**src/rtl/seven_segment_capture_if.sv**
```systemverilog
`default_nettype none
// ============================================================================
// Module   : seven_segment_capture_if
// Purpose  : Captured-word handshake bundle between the capture block and its consumer.
// Revision : 1.0
// ============================================================================
interface seven_segment_capture_if;
    logic [15:0] value;
    logic        valid;
    logic        ack;
    logic        err;
    logic        overrun;
    logic [7:0]  err_count;

    modport master (
        output value,
        output valid,
        output err,
        output overrun,
        output err_count,
        input  ack
    );

    modport slave (
        input  value,
        input  valid,
        input  err,
        input  overrun,
        input  err_count,
        output ack
    );
endinterface
`default_nettype wire

```
**src/rtl/seven_segment_capture.sv**
```systemverilog
`default_nettype none
// ============================================================================
// Module   : seven_segment_capture
// Purpose  : Decodes a multiplexed active-low seven-segment bus back into the
//            16-bit displayed word; optional undecodable-sample counter is
//            enabled by defining SEG_CAPTURE_ERRCNT_EN.
// Revision : 1.0
// ============================================================================
module seven_segment_capture #(
    parameter int SETTLE = 4
) (
    input  wire                        clk,
    input  wire                        rst,
    input  wire [6:0]                  LED_out,
    input  wire                        d0,
    input  wire                        d1,
    input  wire                        d2,
    input  wire                        d3,
    seven_segment_capture_if.master    bus
);

    localparam logic [7:0] c_settle = 8'(SETTLE);

    typedef enum logic [1:0] {
        S_BLANK  = 2'd0,
        S_SETTLE = 2'd1,
        S_HELD   = 2'd2
    } state_t;

    state_t      r_state;
    logic [7:0]  r_cnt;
    logic [3:0]  r_sel;
    logic [6:0]  r_led;
    logic [3:0]  r_dig;
    logic [15:0] r_shadow;
    logic [3:0]  r_mask;
    logic        r_ferr;
    logic [15:0] r_value;
    logic        r_valid;
    logic        r_err;
    logic        r_overrun;

    logic        w_sel_valid;
    logic [1:0]  w_idx;
    logic [3:0]  w_bit;
    logic [3:0]  w_nib;
    logic        w_bad;
    logic        w_same;
    logic        w_sample;
    logic        w_complete;

    always_ff @(posedge clk or negedge rst) begin
        if (!rst) begin
            r_led <= 7'h7F;
            r_dig <= 4'hF;
        end else begin
            r_led <= LED_out;
            r_dig <= {d3, d2, d1, d0};
        end
    end

    always_comb begin
        w_sel_valid = 1'b1;
        w_idx       = 2'd0;
        case (r_dig)
            4'b1110: w_idx = 2'd0;
            4'b1101: w_idx = 2'd1;
            4'b1011: w_idx = 2'd2;
            4'b0111: w_idx = 2'd3;
            default: w_sel_valid = 1'b0;
        endcase
    end

    assign w_bit = 4'b0001 << w_idx;

    always_comb begin
        w_nib = 4'h0;
        w_bad = 1'b0;
        case (r_led)
            7'b0000001: w_nib = 4'h0;
            7'b1001111: w_nib = 4'h1;
            7'b0010010: w_nib = 4'h2;
            7'b0000110: w_nib = 4'h3;
            7'b1001100: w_nib = 4'h4;
            7'b0100100: w_nib = 4'h5;
            7'b0100000: w_nib = 4'h6;
            7'b0001111: w_nib = 4'h7;
            7'b0000000: w_nib = 4'h8;
            7'b0000100: w_nib = 4'h9;
            7'b0001000: w_nib = 4'hA;
            7'b1100000: w_nib = 4'hB;
            7'b0110001: w_nib = 4'hC;
            7'b1000010: w_nib = 4'hD;
            7'b0110000: w_nib = 4'hE;
            7'b0111000: w_nib = 4'hF;
            default:    w_bad = 1'b1;
        endcase
    end

    assign w_same     = (r_dig == r_sel);
    assign w_sample   = (r_state == S_SETTLE) && w_same && (r_cnt == c_settle);
    assign w_complete = (r_mask == 4'hF);

    always_ff @(posedge clk or negedge rst) begin
        if (!rst) begin
            r_state <= S_BLANK;
            r_cnt   <= 8'd0;
            r_sel   <= 4'hF;
        end else begin
            case (r_state)
                S_BLANK: begin
                    if (w_sel_valid) begin
                        r_state <= S_SETTLE;
                        r_cnt   <= 8'd1;
                        r_sel   <= r_dig;
                    end
                end
                S_SETTLE: begin
                    if (w_same) begin
                        if (r_cnt == c_settle) begin
                            r_state <= S_HELD;
                        end else begin
                            r_cnt <= r_cnt + 8'd1;
                        end
                    end else if (w_sel_valid) begin
                        r_cnt <= 8'd1;
                        r_sel <= r_dig;
                    end else begin
                        r_state <= S_BLANK;
                        r_cnt   <= 8'd0;
                    end
                end
                S_HELD: begin
                    if (!w_same) begin
                        if (w_sel_valid) begin
                            r_state <= S_SETTLE;
                            r_cnt   <= 8'd1;
                            r_sel   <= r_dig;
                        end else begin
                            r_state <= S_BLANK;
                            r_cnt   <= 8'd0;
                        end
                    end
                end
                default: begin
                    r_state <= S_BLANK;
                    r_cnt   <= 8'd0;
                end
            endcase
        end
    end

    // A completed mask is consumed on the edge after it fills, even if a new sample lands then.
    always_ff @(posedge clk or negedge rst) begin
        if (!rst) begin
            r_shadow  <= 16'h0000;
            r_mask    <= 4'h0;
            r_ferr    <= 1'b0;
            r_value   <= 16'h0000;
            r_valid   <= 1'b0;
            r_err     <= 1'b0;
            r_overrun <= 1'b0;
        end else begin
            r_mask <= (w_complete ? 4'h0 : r_mask) | (w_sample ? w_bit : 4'h0);
            r_ferr <= (w_complete ? 1'b0 : r_ferr) | (w_sample & w_bad);
            if (w_sample) begin
                r_shadow[{w_idx, 2'b00} +: 4] <= w_nib;
            end
            if (w_complete && (!r_valid || bus.ack)) begin
                r_value   <= r_shadow;
                r_err     <= r_ferr;
                r_valid   <= 1'b1;
                r_overrun <= 1'b0;
            end else if (w_complete) begin
                r_overrun <= 1'b1;
            end else if (bus.ack && r_valid) begin
                r_valid   <= 1'b0;
                r_overrun <= 1'b0;
            end
        end
    end

    assign bus.value   = r_value;
    assign bus.valid   = r_valid;
    assign bus.err     = r_err;
    assign bus.overrun = r_overrun;

`ifdef SEG_CAPTURE_ERRCNT_EN
    logic [7:0] r_err_count;

    always_ff @(posedge clk or negedge rst) begin
        if (!rst) begin
            r_err_count <= 8'd0;
        end else if (w_sample && w_bad && (r_err_count != 8'hFF)) begin
            r_err_count <= r_err_count + 8'd1;
        end
    end

    assign bus.err_count = r_err_count;
`else
    assign bus.err_count = 8'd0;
`endif

endmodule
`default_nettype wire

```
**src/flat_wrapper.sv**
```systemverilog
// flat-port wrapper written by rule: the top's interface ports become plain ports
module seven_segment_capture_flat 
#(
    parameter int SETTLE = 4
)
  (clk, rst, LED_out, d0, d1, d2, d3, bus_value, bus_valid, bus_err, bus_overrun, bus_err_count, bus_ack);
  seven_segment_capture_if bus_i ();
  input  wire clk;
  input  wire rst;
  input  wire [6:0] LED_out;
  input  wire d0;
  input  wire d1;
  input  wire d2;
  input  wire d3;
  output wire logic [$bits(bus_i.value)-1:0] bus_value;
  output wire logic [$bits(bus_i.valid)-1:0] bus_valid;
  output wire logic [$bits(bus_i.err)-1:0] bus_err;
  output wire logic [$bits(bus_i.overrun)-1:0] bus_overrun;
  output wire logic [$bits(bus_i.err_count)-1:0] bus_err_count;
  input wire logic [$bits(bus_i.ack)-1:0] bus_ack;
  assign bus_value = bus_i.value;
  assign bus_valid = bus_i.valid;
  assign bus_err = bus_i.err;
  assign bus_overrun = bus_i.overrun;
  assign bus_err_count = bus_i.err_count;
  assign bus_i.ack = bus_ack;
  seven_segment_capture #(.SETTLE(SETTLE)) u_core (.clk(clk), .rst(rst), .LED_out(LED_out), .d0(d0), .d1(d1), .d2(d2), .d3(d3), .bus(bus_i));
endmodule
```
**config.mk**
```make
export PLATFORM = sky130hd
export DESIGN_NAME = seven_segment_capture_flat
export DESIGN_NICKNAME = d
export VERILOG_FILES = /design/src/rtl/seven_segment_capture_if.sv /design/src/rtl/seven_segment_capture.sv /design/src/flat_wrapper.sv
export SDC_FILE = /design/constraint.sdc
export NUM_CORES = 1
export LEC_CHECK = 0
export CORE_ASPECT_RATIO = 0.8
export CORE_MARGIN = 4
export CORE_UTILIZATION = 50
export DETAILED_ROUTE_END_ITERATION = 12
export PLACE_DENSITY = 0.77
export SLEW_MARGIN = 20
export SYNTH_ARGS = -nofsm -noshare
export SYNTH_HDL_FRONTEND = slang
export SYNTH_SLANG_ARGS = --single-unit
export TNS_END_PERCENT = 50
```
**constraint.sdc**
```tcl
create_clock -name clk -period 2.5 [get_ports clk]
set_input_delay 0.75 -clock clk [delete_from_list [all_inputs] [get_ports clk]]
set_output_delay 0.75 -clock clk [all_outputs]
set_load 0.05 [all_outputs]
```
==> results of run 1 <==
-- worst max path at each step --
stage	slack [ps]	cells past startpoint	end	start
2_1_floorplan	490	7	u_core.r_shadow[13]	u_core.r_dig[3]
3_3_place_gp	330	5	u_core.bus.value[6]	bus_ack
3_5_place_dp	280	5	u_core.bus.value[12]	bus_ack
4_1_cts	140	1	bus_valid	u_core.bus.valid
5_1_grt	100	1	bus_valid	u_core.bus.valid
6_report	160	1	bus_valid	u_core.bus.valid
-- final cells by class --
cell class                      count  area share
Multi-Input combinational cell    202       0.393
Clock inverter                      7      0.0132
Timing Repair Buffer               39      0.0980
Clock buffer                        9      0.0319
Sequential cell                    65       0.424
Inverter                           13      0.0126
Tap cell                           84      0.0271
-- routing by layer --
layer,track usage,vias to the layer above,part of all wire
li1,-,1144,-
met1,0.247,1170,0.49
met2,0.265,71,0.44
met3,0.0532,6,0.059
met4,0.0614,0,0.011
met5,0,-,0
-- cells by family (layout without fill, tap and decap cells) --
| group | after synthesis | count (layout) |
|---|---|---|
| buf+inv | 35 | 68 |
| xor+xnor | 7 | 7 |
| simple gates | 84 | 84 |
| compound gates | 67 | 67 |
| mux | 25 | 25 |
| other cells | 1 | 8 |
| flops | 65 | 65 |
| fa+ha+maj | 11 | 11 |
-- registers in the layout, summed over array words and instances, names as in the netlist --
| register | flops |
|---|---|
| u_core.bus.err | 1 |
| u_core.bus.overrun | 1 |
| u_core.bus.valid | 1 |
| u_core.bus.value | 16 |
| u_core.r_cnt | 8 |
| u_core.r_dig | 4 |
| u_core.r_ferr | 1 |
| u_core.r_led | 7 |
| u_core.r_mask | 4 |
| u_core.r_sel | 4 |
| u_core.r_shadow | 16 |
| u_core.r_state | 2 |
-- power by group through the flow --
stage,logic [mW],registers [mW],clock network (mW)
finish,0.582,1.22,0.800
global placement,0.573,1.24,0
detailed placement,0.579,1.24,0
floorplan,0.463,1.21,0
global route,0.647,1.23,0.874
CTS,0.582,1.22,0.818
-- cells in the final DEF (no fill, tap or decap), types with 3 or more instances in the layout --
cell / Yosys / layout
mux2i_1: 4 / 4
ha_1: 11 / 11
a22o_1: 16 / 16
nand3_1: 10 / 10
o2bb2ai_1: 5 / 5
nand2b_1: 5 / 5
dfstp_2: 15 / 15
o21ai_0: 8 / 8
clkdlybuf4s50_1: 0 / 31
xor2_1: 7 / 7
o31ai_1: 7 / 7
and2_1: 3 / 3
nand2_1: 18 / 18
inv_1: 13 / 13
nor4_1: 3 / 3
mux2_2: 21 / 21
nor2b_1: 3 / 3
and3_1: 9 / 9
a21oi_1: 5 / 5
dfrtp_1: 50 / 50
inv_6: 0 / 3
nor4bb_1: 3 / 3
nor3_1: 3 / 3
nor2_1: 12 / 12
clkbuf_8: 0 / 9
conb_1: 1 / 8
buf_4: 9 / 6
-- stage by stage --
| step | setup slack [ps] | hold slack, ps | std cells | utilization | power (mW) |
|---|---|---|---|---|---|
| 2_1_floorplan | 488 | 438 | 302 | - | 1.68 |
| 3_3_place_gp | 335 | 452 | 403 | 0.578 | 1.81 |
| 3_5_place_dp | 283 | 460 | 403 | 0.578 | 1.82 |
| 4_1_cts | 141 | 435 | 419 | 0.606 | 2.62 |
| 5_1_grt | 103 | 458 | 419 | 0.606 | 2.75 |
| 6_report | 156 | 424 | 419 | 0.606 | 2.61 |
==> run summary, run 1 <==
Synth Area in Compound Gates: 0.161
Post-Synth Adder-Cell Area: 0.0415
clock power share: 0.307
leakage power: 1.77 nW
async set-or-reset flop fraction in the synthesized netlist: 1.00
post-synthesis mux area share: 0.0833
htree depth: 3
Reg2Reg Depth: 7
Worst path top cell family by delay: buffers and inverters
Max Cap Viol: 0
crit path DAT: 1590 ps
initial core utilization: 0.518
min-delay worst type: in -> async
internal power: 1.77 mW
area grow syn2layout: 17.0%
Sequential cell area: 0.00165 mm2
sw power: 0.834 mW
CP required: 1750 ps
share of cells above drive strength 1: 0.200
Setup crit end kind: primary output
DRT antenna net count: 0
crit path buf inv count: 1
CTS max path bufs: 2
Critical-path top delay cell: clkdlybuf4s50_1
pin count of the biggest net entering global routing: 31
die width: 99.1 um
DR WL/cell: 15.4 um
register area share after synthesis: 0.496
Cell variety after synth: 58
relative slew slack: 0.568
total CTS buffers: 9
Top Ports: 41
Multi-input gate area: 0.00153 mm2
Std-Cell Rows: 26
crit-path max FO: 5
Syn Area/Cell: 11.2 um2
Vias: 2,391
P per Cell Area: 671 mW/mm2
cell area after layout: 0.00388 mm2
Chip Height: 80.9 um
Crit Path Class: reg -> out
#FFs+latches synth: 65
Port Buffers: 32
r2r setup slk: 360 ps
synthesized area: 0.00332 mm2
final worst clock skew: 7.58 ps
status: finished clean
Setup TNS Final: 0 ps
Post-synth EDFFs: 0
# diodes: 0
Worst-Skew Late Latency: 350 ps
largest family of logic cells by synthesized area: compound AO/OA/AOI/OAI gates
GRT Util Overall: 0.177
fin nets: 355
min cycle time layout: 2340 ps
Slew Limit Fails: 0
Peak Freq: 427 MHz
CTS sink count: 65
Cells after Synth: 295
final setup violation count: 0
top post-synthesis cells by area: dfrtp_1 (38%), dfstp_2 (12%), mux2_2 (7.1%)
HPWL after DPL: 4.52 mm
Synth warnings: 0
switch share: 0.320
Comb pwr share: 0.223
unrepaired setup endpoints after global routing: no
IR drop worst, VDD: 450 uV
root buffer cell: clkbuf_8
post-synth top area share: 0.377
post-CTS setup buffer count: 0
Most used DFF post-synth: dfrtp_1
Pre-antenna DRT Iters: 5
Sequential Power Share: 0.470
reg2reg end: u_core.r_shadow[14]
DRC violations left: 0
largest area contributor in the netlist: dfrtp_1
Post-CTS Resized: 0
top-count cell post-synth: dfrtp_1
Core ar.: 0.00641 mm2
fillers: 524
total placed instance area: 0.00371 mm2
r2r startpoint: u_core.r_dig[2]
initial detailed-routing violation count: 122
CP Launch Type: register
global-route wire length before repair: 11.2 mm
Synth Area in XOR/XNOR: 0.0185
hold-fix buffers at CTS: 0
Worst path max stage delay: 830 ps
antenna violations before repair: 0
number of global-route vias before repair: 2,290
CP cell instances: clkdlybuf4s50_1
CTS tree: yes
die area: 0.00801 mm2
Clock transition at path regs: 80 ps
Hold Vio Cnt, Final: 0
worst-margin pin slew: 648 ps
Final period util: 0.938
final wirelength: 6.46 mm
via density per instance: 5.71
total global routing overflow: 0
RePlAce Congestion: 0.889
Commonest cells post-synth: dfrtp_1 (50), mux2_2 (21), nand2_1 (18)
Synth Area in Simple Gates: 0.147
Note: power is estimated with default switching activity, not from simulation.
==> run 2: changes to the inputs <==
--- a/config.mk
+++ b/config.mk
@@ -5,12 +5,13 @@
 export SDC_FILE = /design/constraint.sdc
 export NUM_CORES = 1
 export LEC_CHECK = 0
+export ABC_CLOCK_PERIOD_IN_PS = 2500
 export CORE_ASPECT_RATIO = 0.8
 export CORE_MARGIN = 4
 export CORE_UTILIZATION = 50
 export DETAILED_ROUTE_END_ITERATION = 12
 export PLACE_DENSITY = 0.77
-export SLEW_MARGIN = 20
+export SLEW_MARGIN = 10
 export SYNTH_ARGS = -nofsm -noshare
 export SYNTH_HDL_FRONTEND = slang
 export SYNTH_SLANG_ARGS = --single-unit
==> results of run 2 <==
Final layout, timing and power as in run 1 (identical DEF).
==> run 3: changes to the inputs <==
--- a/config.mk
+++ b/config.mk
@@ -9,6 +9,7 @@
 export CORE_ASPECT_RATIO = 0.8
 export CORE_MARGIN = 4
 export CORE_UTILIZATION = 50
+export CTS_CLUSTER_SIZE = 40
 export DETAILED_ROUTE_END_ITERATION = 12
 export PLACE_DENSITY = 0.77
 export SLEW_MARGIN = 10
==> constraint.sdc (replaced) <==
create_clock -name clk -period 2.5 [get_ports clk]
set_input_delay 0.5 -clock clk [delete_from_list [all_inputs] [get_ports clk]]
set_output_delay 0.5 -clock clk [all_outputs]
set_load 0.05 [all_outputs]
==> run 3 against run 2 <==
  * Clock power rose by 4.2%
  * Via count decreased by 0.21%
  * Hold slack worse by 280 ps
  * First-iteration DRC count grew 32%
  * Routed wire length up 1.3%
  * Setup slack better by 160 ps
  * Sequential power about the same
  * Combinational power is 0.9% lower
  * Power grew 1.1%
  * Maximum frequency is 7.4% higher
  * Final cell count is 0.24% lower
  * Critical path type is now reg -> reg
  * Critical endpoint is now u_core.r_shadow[14]
==> run summary, run 3 (synthesis gave the netlist of run 1 again) <==
# diodes: 0 (unchanged)
htree depth: 3 (unchanged)
CP Launch Type: register (unchanged)
antenna violations before repair: 0 (unchanged)
internal power: 1.86 mW (was 1.77 mW)
total CTS buffers: 9 (unchanged)
Final period util: 0.873 (was 0.938)
fin nets: 354 (was 355)
Chip Height: 80.9 um (unchanged)
final setup violation count: 0 (unchanged)
status: finished clean (unchanged)
crit path DAT: 2460 ps (was 1590 ps)
final wirelength: 6.55 mm (was 6.46 mm)
Crit Path Class: reg -> reg (was reg -> out)
sw power: 0.778 mW (was 0.834 mW)
global-route wire length before repair: 10.9 mm (was 11.2 mm)
Top Ports: 41 (unchanged)
DR WL/cell: 15.7 um (was 15.4 um)
Hold Vio Cnt, Final: 0 (unchanged)
min-delay worst type: in -> async (unchanged)
clock power share: 0.317 (was 0.307)
pin count of the biggest net entering global routing: 66 (was 31)
CTS max path bufs: 2 (unchanged)
DRT antenna net count: 0 (unchanged)
Setup TNS Final: 0 ps (unchanged)
total global routing overflow: 0 (unchanged)
Sequential Power Share: 0.464 (was 0.470)
leakage power: 1.77 nW (about the same)
CTS sink count: 65 (unchanged)
commonest non-fill, non-tap cell in the layout: dfrtp_1 (unchanged)
P per Cell Area: 679 mW/mm2 (was 671 mW/mm2)
die width: 99.1 um (unchanged)
initial core utilization: 0.518 (unchanged)
total placed instance area: 0.00370 mm2 (was 0.00371 mm2)
area grow syn2layout: 16.9% (was 17.0%)
final worst clock skew: 6.68 ps (was 7.58 ps)
Vias: 2,386 (was 2,391)
Post-CTS Resized: 0 (unchanged)
IR drop worst, VDD: 456 uV (was 450 uV)
initial detailed-routing violation count: 161 (was 122)
post-layout util: 0.605 (was 0.606)
root buffer cell: clkbuf_8 (unchanged)
post-CTS setup buffer count: 0 (unchanged)
Slew Limit Fails: 0 (unchanged)
DRC violations left: 0 (unchanged)
Core ar.: 0.00641 mm2 (unchanged)
min cycle time layout: 2180 ps (was 2340 ps)
worst-margin pin slew: 508 ps (was 648 ps)
most frequent cells in the layout: dfrtp_1 (50), clkdlybuf4s50_1 (31), mux2_2 (21) (unchanged)
fillers: 545 (was 524)
Setup crit end kind: register (was primary output)
total power: 2.63 mW (was 2.61 mW)
number of global-route vias before repair: 2,269 (was 2,290)
via density per instance: 5.71 (about the same)
Worst-Skew Late Latency: 340 ps (was 350 ps)
die area: 0.00801 mm2 (unchanged)
share of cells above drive strength 1: 0.189 (was 0.200)
Sequential cell area: 0.00165 mm2 (unchanged)
HPWL after DPL: 4.54 mm (was 4.52 mm)
relative slew slack: 0.660 (was 0.568)
RePlAce Congestion: 0.853 (was 0.889)
hold-fix buffers at CTS: 0 (unchanged)
Pre-antenna DRT Iters: 5 (unchanged)
GRT Util Overall: 0.173 (was 0.177)
Max Cap Viol: 0 (unchanged)
cell area after layout: 0.00388 mm2 (about the same)
Peak Freq: 458 MHz (was 427 MHz)
Port Buffers: 32 (unchanged)
Multi-input gate area: 0.00153 mm2 (unchanged)
unrepaired setup endpoints after global routing: no (unchanged)
CTS tree: yes (unchanged)
Comb pwr share: 0.219 (was 0.223)
Std-Cell Rows: 26 (unchanged)
switch share: 0.296 (was 0.320)
CP required: 2780 ps (was 1750 ps)
crit-path max FO: 8 (was 5)
Clock transition at path regs: 70 ps (was 80 ps)
[run 3: changes by cell type in the layout (fill, tap and decap cells not counted), sizes merged]
cell      previous run  this run
clkbuf               9        12
clkinv               2         3
buf                  8         7
bufinv               0         1
clkinvlp             2         0
inv                 16        13
[run 3: path summary, 6_finish.rpt]
| check | from | end | slack (ps) | cells after the start |
|---|---|---|---|---|
| setup / recovery | u_core.r_dig[1] | u_core.r_shadow[14] | 320 | 6 |
| hold / removal | rst | u_core.r_cnt[7] | 150 | 2 |
| setup reg to reg | u_core.r_dig[1] | u_core.r_shadow[14] | 320 | 6 |
| hold reg to reg | u_core.r_mask[1] | u_core.r_mask[1] | 480 | 2 |
| max in group asynchronous | rst | u_core.r_led[5] | 2010 | 2 |
| min in group clk | u_core.r_mask[1] | u_core.r_mask[1] | 480 | 2 |
[run 3: cell type report]
type                       instances  share of cell area
clock buffer                      12              0.0348
sequential                        65               0.424
tap                               84              0.0271
multi-input combinational        202               0.394
clock inverter                     4              0.0116
inverter                          13              0.0126
timing repair buffer              38              0.0961
[run 3: power groups by stage]
stage / Clock [mW] / Combinational, mW / Sequential (mW)
final: 0.834 / 0.577 / 1.22
after global routing: 0.905 / 0.639 / 1.23
after floorplan: 0 / 0.463 / 1.21
after global placement: 0 / 0.567 / 1.23
after CTS: 0.855 / 0.577 / 1.22
after detailed placement: 0 / 0.573 / 1.24
[run 3: critical path, stage by stage, from the launching register on]
cell,delay (ps)
dfstp_2,590
xor2_1,150
nand3_1,260
ha_1,470
nor3b_1,260
and3_1,240
a22o_1,140
[run 3: through the flow]
| stage | instances | hold WS [ps] | worst slack [ps] |
|---|---|---|---|
| after global routing | 418 | 176 | 187 |
| final | 418 | 148 | 317 |
| after detailed placement | 402 | 467 | 357 |
| after global placement | 402 | 449 | 481 |
| after floorplan | 302 | 204 | 488 |
| after CTS | 418 | 175 | 332 |
[run 3: metal layers]
metal,part of all wire,vias up,track usage
met5,0,-,0
met4,0.0060,0,0.0409
met3,0.073,4,0.0652
met2,0.44,91,0.253
met1,0.49,1149,0.244
li1,-,1142,-
